<file path="src/rtl/hazard_scoreboard_if.sv">
// Decode-stage hazard/reservation bus: the issuing pipeline drives the master side,
// the scoreboard sits on the slave side and returns stall, bypass and SC status.
interface hazard_scoreboard_if #(
    parameter int AW     = 5,
    parameter int CW     = 3,
    parameter int ADDR_W = 32
) ();
    logic              issue_valid;
    logic              issue_we;
    logic [AW-1:0]     issue_waddr;
    logic [CW-1:0]     issue_lat;
    logic              flush;
    logic [AW-1:0]     rs_addr;
    logic              rs_used;
    logic [AW-1:0]     rt_addr;
    logic              rt_used;
    logic              stall;
    logic              rs_fwd;
    logic              rt_fwd;
    logic              ll_set;
    logic              sc_check;
    logic [ADDR_W-1:0] mem_addr;
    logic              st_snoop;
    logic [ADDR_W-1:0] st_addr;
    logic              sc_ok;

    modport master (
        output issue_valid, issue_we, issue_waddr, issue_lat, flush,
        output rs_addr, rs_used, rt_addr, rt_used,
        output ll_set, sc_check, mem_addr, st_snoop, st_addr,
        input  stall, rs_fwd, rt_fwd, sc_ok
    );

    modport slave (
        input  issue_valid, issue_we, issue_waddr, issue_lat, flush,
        input  rs_addr, rs_used, rt_addr, rt_used,
        input  ll_set, sc_check, mem_addr, st_snoop, st_addr,
        output stall, rs_fwd, rt_fwd, sc_ok
    );
endinterface

</file>
<file path="src/rtl/hazard_scoreboard.sv">
// Decode-stage hazard unit: per-register latency down-counters drive stall/bypass,
// plus the LL/SC reservation that snooped stores can break.
module hazard_scoreboard #(
    parameter int NREG    = 32,
    parameter int AW      = 5,
    parameter int MAX_LAT = 4,
    parameter int CW      = 3,
    parameter int ADDR_W  = 32
) (
    input logic                clk,
    input logic                rst,
    hazard_scoreboard_if.slave bus_if
);
    localparam logic [CW-1:0] LAT_ONE = CW'(1);
    localparam logic [CW-1:0] LAT_MAX = CW'(MAX_LAT);

    logic [CW-1:0]       cnt_q [NREG];
    logic [CW-1:0]       cnt_d [NREG];
    logic [CW-1:0]       lat_eff;
    logic [CW-1:0]       rs_cnt;
    logic [CW-1:0]       rt_cnt;
    logic [CW-1:0]       wr_cnt;
    logic                rs_live;
    logic                rt_live;
    logic                wr_live;
    logic                rs_haz;
    logic                rt_haz;
    logic                waw;
    logic                stall;
    logic                accept;

    logic                resv_v_q;
    logic                resv_v_d;
    logic [ADDR_W-1:2]   resv_a_q;
    logic [ADDR_W-1:2]   resv_a_d;
    logic [ADDR_W-1:2]   mem_word;
    logic [ADDR_W-1:2]   st_word;
    logic                sc_match;
    logic                unused_lsbs;

    // Out-of-range latencies are clamped rather than rejected.
    always_comb begin
        lat_eff = bus_if.issue_lat;
        if (bus_if.issue_lat == '0) begin
            lat_eff = LAT_ONE;
        end else if (bus_if.issue_lat > LAT_MAX) begin
            lat_eff = LAT_MAX;
        end
    end

    assign rs_cnt  = cnt_q[bus_if.rs_addr];
    assign rt_cnt  = cnt_q[bus_if.rt_addr];
    assign wr_cnt  = cnt_q[bus_if.issue_waddr];

    assign rs_live = bus_if.rs_used && (bus_if.rs_addr != '0);
    assign rt_live = bus_if.rt_used && (bus_if.rt_addr != '0);
    assign wr_live = bus_if.issue_we && (bus_if.issue_waddr != '0);

    assign rs_haz  = rs_live && (rs_cnt > LAT_ONE);
    assign rt_haz  = rt_live && (rt_cnt > LAT_ONE);
    // A younger write must not land before an older, slower one to the same register.
    assign waw     = wr_live && (wr_cnt > lat_eff);

    assign stall   = bus_if.issue_valid && !bus_if.flush && (rs_haz || rt_haz || waw);
    assign accept  = bus_if.issue_valid && !bus_if.flush && !stall;

    assign bus_if.stall  = stall;
    assign bus_if.rs_fwd = rs_live && (rs_cnt == LAT_ONE);
    assign bus_if.rt_fwd = rt_live && (rt_cnt == LAT_ONE);

    always_comb begin
        for (int r = 0; r < NREG; r++) begin
            cnt_d[r] = (cnt_q[r] != '0) ? (cnt_q[r] - LAT_ONE) : '0;
        end
        if (accept && wr_live) begin
            cnt_d[bus_if.issue_waddr] = lat_eff;
        end
        cnt_d[0] = '0;
    end

    always_ff @(posedge clk or posedge rst) begin
        if (rst) begin
            for (int r = 0; r < NREG; r++) begin
                cnt_q[r] <= '0;
            end
        end else begin
            for (int r = 0; r < NREG; r++) begin
                cnt_q[r] <= cnt_d[r];
            end
        end
    end

    // Reservation tracks word addresses only; byte offsets never matter.
    assign mem_word    = bus_if.mem_addr[ADDR_W-1:2];
    assign st_word     = bus_if.st_addr[ADDR_W-1:2];
    assign unused_lsbs = ^{bus_if.mem_addr[1:0], bus_if.st_addr[1:0]};
    assign sc_match    = resv_v_q && (resv_a_q == mem_word);

    assign bus_if.sc_ok = accept && bus_if.sc_check && sc_match;

    // Priority order: snoop clear, then SC consume, then LL set (LL wins a same-cycle snoop).
    always_comb begin
        resv_v_d = resv_v_q;
        resv_a_d = resv_a_q;
        if (bus_if.st_snoop && (st_word == resv_a_q)) begin
            resv_v_d = 1'b0;
        end
        if (accept && bus_if.sc_check) begin
            resv_v_d = 1'b0;
        end
        if (accept && bus_if.ll_set) begin
            resv_v_d = 1'b1;
            resv_a_d = mem_word;
        end
    end

    always_ff @(posedge clk or posedge rst) begin
        if (rst) begin
            resv_v_q <= 1'b0;
            resv_a_q <= '0;
        end else begin
            resv_v_q <= resv_v_d;
            resv_a_q <= resv_a_d;
        end
    end
endmodule

</file>
<file path="src/flat_wrapper.sv">
// flat-port wrapper written by rule: the top's interface ports become plain ports
module hazard_scoreboard_flat 
#(
    parameter int NREG    = 32,
    parameter int AW      = 5,
    parameter int MAX_LAT = 4,
    parameter int CW      = 3,
    parameter int ADDR_W  = 32
)
  (clk, rst, bus_if_issue_valid, bus_if_issue_we, bus_if_issue_waddr, bus_if_issue_lat, bus_if_flush, bus_if_rs_addr, bus_if_rs_used, bus_if_rt_addr, bus_if_rt_used, bus_if_ll_set, bus_if_sc_check, bus_if_mem_addr, bus_if_st_snoop, bus_if_st_addr, bus_if_stall, bus_if_rs_fwd, bus_if_rt_fwd, bus_if_sc_ok);
  hazard_scoreboard_if #(.AW(AW), .CW(CW), .ADDR_W(ADDR_W)) bus_if_i ();
  input logic clk;
  input logic rst;
  input wire logic [$bits(bus_if_i.issue_valid)-1:0] bus_if_issue_valid;
  input wire logic [$bits(bus_if_i.issue_we)-1:0] bus_if_issue_we;
  input wire logic [$bits(bus_if_i.issue_waddr)-1:0] bus_if_issue_waddr;
  input wire logic [$bits(bus_if_i.issue_lat)-1:0] bus_if_issue_lat;
  input wire logic [$bits(bus_if_i.flush)-1:0] bus_if_flush;
  input wire logic [$bits(bus_if_i.rs_addr)-1:0] bus_if_rs_addr;
  input wire logic [$bits(bus_if_i.rs_used)-1:0] bus_if_rs_used;
  input wire logic [$bits(bus_if_i.rt_addr)-1:0] bus_if_rt_addr;
  input wire logic [$bits(bus_if_i.rt_used)-1:0] bus_if_rt_used;
  input wire logic [$bits(bus_if_i.ll_set)-1:0] bus_if_ll_set;
  input wire logic [$bits(bus_if_i.sc_check)-1:0] bus_if_sc_check;
  input wire logic [$bits(bus_if_i.mem_addr)-1:0] bus_if_mem_addr;
  input wire logic [$bits(bus_if_i.st_snoop)-1:0] bus_if_st_snoop;
  input wire logic [$bits(bus_if_i.st_addr)-1:0] bus_if_st_addr;
  output wire logic [$bits(bus_if_i.stall)-1:0] bus_if_stall;
  output wire logic [$bits(bus_if_i.rs_fwd)-1:0] bus_if_rs_fwd;
  output wire logic [$bits(bus_if_i.rt_fwd)-1:0] bus_if_rt_fwd;
  output wire logic [$bits(bus_if_i.sc_ok)-1:0] bus_if_sc_ok;
  assign bus_if_i.issue_valid = bus_if_issue_valid;
  assign bus_if_i.issue_we = bus_if_issue_we;
  assign bus_if_i.issue_waddr = bus_if_issue_waddr;
  assign bus_if_i.issue_lat = bus_if_issue_lat;
  assign bus_if_i.flush = bus_if_flush;
  assign bus_if_i.rs_addr = bus_if_rs_addr;
  assign bus_if_i.rs_used = bus_if_rs_used;
  assign bus_if_i.rt_addr = bus_if_rt_addr;
  assign bus_if_i.rt_used = bus_if_rt_used;
  assign bus_if_i.ll_set = bus_if_ll_set;
  assign bus_if_i.sc_check = bus_if_sc_check;
  assign bus_if_i.mem_addr = bus_if_mem_addr;
  assign bus_if_i.st_snoop = bus_if_st_snoop;
  assign bus_if_i.st_addr = bus_if_st_addr;
  assign bus_if_stall = bus_if_i.stall;
  assign bus_if_rs_fwd = bus_if_i.rs_fwd;
  assign bus_if_rt_fwd = bus_if_i.rt_fwd;
  assign bus_if_sc_ok = bus_if_i.sc_ok;
  hazard_scoreboard #(.NREG(NREG), .AW(AW), .MAX_LAT(MAX_LAT), .CW(CW), .ADDR_W(ADDR_W)) u_core (.clk(clk), .rst(rst), .bus_if(bus_if_i));
endmodule
</file>
<file path="config.mk">
export PLATFORM = sky130hd
export DESIGN_NAME = hazard_scoreboard_flat
export DESIGN_NICKNAME = d
export VERILOG_FILES = /design/src/rtl/hazard_scoreboard_if.sv /design/src/rtl/hazard_scoreboard.sv /design/src/flat_wrapper.sv
export SDC_FILE = /design/constraint.sdc
export NUM_CORES = 1
export LEC_CHECK = 0
export BUFFER_PORTS_ARGS = -buffer_cell sky130_fd_sc_hd__buf_4
export CAP_MARGIN = 20
export CORE_MARGIN = 3
export CORE_UTILIZATION = 30
export CTS_CLUSTER_DIAMETER = 50
export DETAILED_ROUTE_END_ITERATION = 10
export GPL_TIMING_DRIVEN = 0
export PLACE_DENSITY = 0.54
export SYNTH_ARGS = -nofsm -noshare
export SYNTH_HDL_FRONTEND = slang
export SYNTH_SLANG_ARGS = --single-unit
</file>
<file path="constraint.sdc">
create_clock -name clk -period 5.7 [get_ports clk]
set_input_delay 1.14 -clock clk [delete_from_list [all_inputs] [get_ports clk]]
set_output_delay 1.14 -clock clk [all_outputs]
set_load 0.005 [all_outputs]
</file>
======== After elaboration in Yosys (flattened, before gate mapping) ========
Cells that the tools add are included.
Widths: inputs -> output; s select.
word-level totals
  register bits after elaboration ......... 124
  input bits .............................. 92
  logic and storage cells ................. 186
cells by class
  add/sub/neg operators ................... 31
  magnitude comparators ................... 8
  equal/unequal tests ..................... 4
  muxes and demuxes ....................... 49
  bitwise operators ....................... 3
  reductions and logical operators ........ 58
operator list
  kind                 number
  $mux 3               40
  $bwmux 96            1
  $reduce_bool 3->1    32
  $mux 93              1
  $sub 3x1->3 const B  31
  $eq 30x30->1         2
  $bmux 3 s5           3
  $ge 6x6->1 const B   3
  $logic_and 1x1->1    18
  $not 5->6            3
  $demux 3 s5          1
  $reduce_bool 5->1    3
  $eq 3x1->1 const B   2
  $gt 3x1->1 const B   2
  $lt 6x1->1 const B   1
  $gt 3x3->1           1
  $gt 3x3->1 const B   1
  $logic_not 3->1      1
  $mux 1               3
  $logic_not 1->1      2
  $logic_or 1x1->1     2

======== Logic depth before layout (Yosys ltp) ========
  depth after elaboration ................. 14
  depth in mapped cells ................... 16
  depth with buffers taken out ............ 13

======== Worst setup path before layout ========
No wires, ideal clock.
  kind .................................... input -> output
  start ................................... input bus_if_issue_waddr[0]
  end ..................................... output bus_if_sc_ok
  arrival time ............................ 4168 ps
  data required time ...................... 4560 ps
  setup slack ............................. 392 ps
  stages .................................. 14
  buffers on the path ..................... 2
  path through ............................ clkbuf_1 > buf_2 > mux4_2 > nor2b_1 > nor3_1 > nand3_1 > ha_1 > nor2b_1 > o21ai_0 > inv_1 > o21ai_1 > nand2b_1 > and4_1 > and3_1
between the ends
  word-level cells in the longest chain between the ends .. 12
  elaborated cells between the ends (all ways) .. 14
ends and longest elaborated chain
  element                                    RTL line                 source
  start, declared                            flat_wrapper.sv:16       input wire logic [$bits(bus_if_i.issue_waddr)-1:0] bus_if_issue_waddr;
  $not 5->6 (implied by the code)            hazard_scoreboard.sv:53  assign wr_cnt = cnt_q[bus_if.issue_waddr];
  $bmux 3 s5                                 hazard_scoreboard.sv:53
  $mux 3 (implied by the code) (2 in a row)  hazard_scoreboard.sv:53
  $gt 3x3->1                                 hazard_scoreboard.sv:62  assign waw = wr_live && (wr_cnt > lat_eff);
  $logic_and 1x1->1 (*)                      hazard_scoreboard.sv:62
  $logic_or 1x1->1 (*)                       hazard_scoreboard.sv:64  assign stall = bus_if.issue_valid && !bus_if.flush && (rs_haz || rt_haz || waw);
  $logic_and 1x1->1 (*)                      hazard_scoreboard.sv:64
  $logic_not 1->1 (*)                        hazard_scoreboard.sv:65  assign accept = bus_if.issue_valid && !bus_if.flush && !stall;
  $logic_and 1x1->1 (*)                      hazard_scoreboard.sv:65
  $logic_and 1x1->1 (*) (2 in a row)         hazard_scoreboard.sv:99  assign bus_if.sc_ok = accept && bus_if.sc_check && sc_match;
  end, declared                              flat_wrapper.sv:31       output wire logic [$bits(bus_if_i.sc_ok)-1:0] bus_if_sc_ok;
Mark *: on every way between the ends. The rest lies on a longest branch, timed or not. The select of a mux whose other input is x is not followed.

======== Worst setup path in the final report ========
Same ends and word-level chain as after synthesis.

==> results.toml <==
[critical_path]
cp.required_ns = 4.56
r2r_start = "u_core.cnt_q[0]$_DFF_PP0_"
r2r_slack_ns = 1.94
timing_worst_setup_path_type = "primary input to output pin"
worstPathArrival_ns = 4.25
critical_path_peak_fanout = 11
critPathCaptureType = "output pin"
reg2reg_depth = 12
rr_endpoint = "u_core.cnt_q[36]$_DFF_PP0_"
startpoint_type = "primary input"

[clock_network]
ctsHoldBuffers = 0
insertion_delay_ns = 0.43
cts-root-buf = "clkbuf_16"
cts_buffers = 17
clk_path_buf_depth = 2
clk_pin_slew_worst_paths_ns = 0.07
cts_tree = "done"
cts_setup_buffers = 0
cts_resized = 5
clock_sinks = 124
cts.htree.levels = 4

[sta]
setup_ws_ns = 0.308
slew_viol_final = 0
timing.hold.ws_ns = 0.544
tightest_slew_ns = 0.878
finalSetupViolCount = 0
min_period_over_period_pct = 94.6
skew_ns = 0.0109
setup-tns-final_ns = 0
slew_headroom_pct = 41.2
max_freq_mhz = 185
rsz0062_at_grt = "false"
min_period_ns = 5.39
finalHoldViolCount = 0

[placed_design]
dp_hpwl_um = 21800
post-place-ws_ns = -0.855
numPortBuffers = 87
dpl.cell_count = 1405
gp_congestion = 0.902

[synth]
syn_area_per_cell_sq_um = 10.3
synth_top_area_share_pct = 32.6
syn_nets = 1078
ys_seq_area_share_pct = 32.6
synth_area_sq_mm = 0.00952
yosysWarnings = 0
async_reset_ff_share_pct = 100
synth_edf_count = 0
ys_types = 64
synth-main-ff-cell = "dfrtp_1"
synth_area_leaders = "dfrtp_1, mux2_2, mux4_2"
yosysMostFrequentCell = "dfrtp_1"
synth_top_area_cell = "dfrtp_1"
netlist_instances = 921
yosys-top-cells-count = "dfrtp_1, mux2_2, nor2_1"
synth_seq_cells = 124

[layout]
fin_nets = 1183
final_core_util_pct = 36.6
drive_gt1_share_pct = 30.2
n_antenna_cell = 0
synthToLayoutAreaGrowth_pct = 18.9
stdcell_count = 1435

[pwr]
switching_share_pct = 31.8
netSwitchingPower_uw = 948
p_int_mw = 2.03
powerDensity_mw_per_mm2 = 263
clockPowerShare_pct = 37.3
pwr-share-comb_pct = 24.4
seqPwrFrac_pct = 38.3
p_leak_nw = 5.20
peakVddDrop_mv = 0.159

[global_routing]
grt_pass1_wl_um = 45500
grt_pass1_vias = 7657
grt_max_degree = 72
gr-usage-all-layers_pct = 17.4
antenna_found_initial = 0
grt-ovfl-total = 0

[drt]
drt_iter0_markers = 643
post_drt_wl_per_cell_um = 20.3
drc = 0
drtAntennaViolNets = 0
wl_um = 29200
routed_via_density = 5.28
via_count = 7578
dr.pass1.iters = 6

[floorplanning]
die_h_um = 184
io_pins = 96
coreArea_sq_mm = 0.0309
start_util_pct = 30.8
die_w_um = 184
design.die.area_sq_mm = 0.0339
rows = 64

[min_path]
hp-start = "u_core.resv_v_q$_DFFE_PP0P_"
hp-class = "register to register"
hold_end = "u_core.resv_v_q$_DFFE_PP0P_"
hold_path_depth = 2

[run_status]
status = "completed"

[job]
max_cap_violations = 0
[flip-flops by register name, summed over array words and instances, names as in the netlist]
signal           cells
u_core.resv_a_q     30
u_core.cnt_q        93
u_core.resv_v_q      1
[per-stage QoR]
stage | instance area (sq um) | total power, mW
3_5_place_dp | 10700 | 1.88
5_1_grt | 11300 | 3.13
6_report | 11300 | 2.98
4_1_cts | 11300 | 3.01
3_3_place_gp | 10700 | 1.86
2_1_floorplan | 9520 | 1.64
[worst max-delay path by stage]
stage                           from           end  slack [ns]  cells after the start
2_1_floorplan  bus_if_issue_waddr[0]  bus_if_sc_ok        0.39                     14
3_3_place_gp   bus_if_issue_waddr[0]  bus_if_sc_ok       -0.82                     15
3_5_place_dp   bus_if_issue_waddr[0]  bus_if_sc_ok       -0.86                     17
4_1_cts        bus_if_issue_waddr[0]  bus_if_sc_ok        0.09                     16
5_1_grt        bus_if_issue_waddr[0]  bus_if_sc_ok        0.02                     16
6_report       bus_if_issue_waddr[0]  bus_if_sc_ok        0.31                     14
[kinds of logic after synthesis]
family | Yosys count | synth area share, %
flip-flops | 124 | 32.6
buffers and inverters | 118 | 5.45
adder cells (fa/ha/maj) | 65 | 8.54
multiplexers | 168 | 24.2
AND/OR/NAND/NOR | 289 | 16.9
AO/OA/AOI/OAI | 97 | 6.78
XOR/XNOR | 60 | 5.52
[worst max-delay path: stages]
cell and delay [ns]:
buf_6 0.19, clkbuf_2 0.36, mux4_2 0.57, a22oi_1 0.21, nand3_1 0.14, ha_1 0.31, nor2b_1 0.14, o21ai_0 0.14
inv_1 0.09, o21ai_4 0.22, nand2b_2 0.21, and4_1 0.24, and3_1 0.16, buf_4 0.11
[cells in the final DEF, fill, tap and decap left out, types with 8 or more instances in the layout]
master       n
a21oi_1     37
and2_1      33
buf_4       89
clkbuf_1    20
clkbuf_16   17
dfrtp_1    124
ha_1        65
inv_1       72
mux2_2      92
mux2i_1     31
mux4_2      40
nand2_1     14
nand3_1      8
nand4_1     46
nor2_1      84
nor2b_1     10
nor3_1      14
o21ai_0     10
or2_2       33
xnor2_1     56
[power groups by stage]
stage / Combinational [mW] / Sequential, mW / Clock (mW)
after global placement: 0.715 / 1.15 / 0
after CTS: 0.729 / 1.14 / 1.14
after detailed placement: 0.724 / 1.15 / 0
final: 0.727 / 1.14 / 1.11
after global routing: 0.801 / 1.16 / 1.17
after floorplan: 0.530 / 1.11 / 0
[layout make-up]
cell class	instances	area (sq um)
buffer	43	251
inverter	73	279
sequential	124	3100
clock buffer	17	425
fill	3119	19600
clock inverter	15	166
tap	396	495
timing repair buffer	88	684
multi-input combinational	679	5910
[metal layers]
metal / vias up / global-route usage [%] / share of wire [%]
li1: 3503 / - / -
met1: 3726 / 24.7 / 46
met2: 312 / 27.2 / 44
met3: 37 / 4.32 / 8.2
met4: 0 / 3.63 / 1.7
met5: - / 0 / 0
Note: power is estimated with default switching activity, not from simulation.
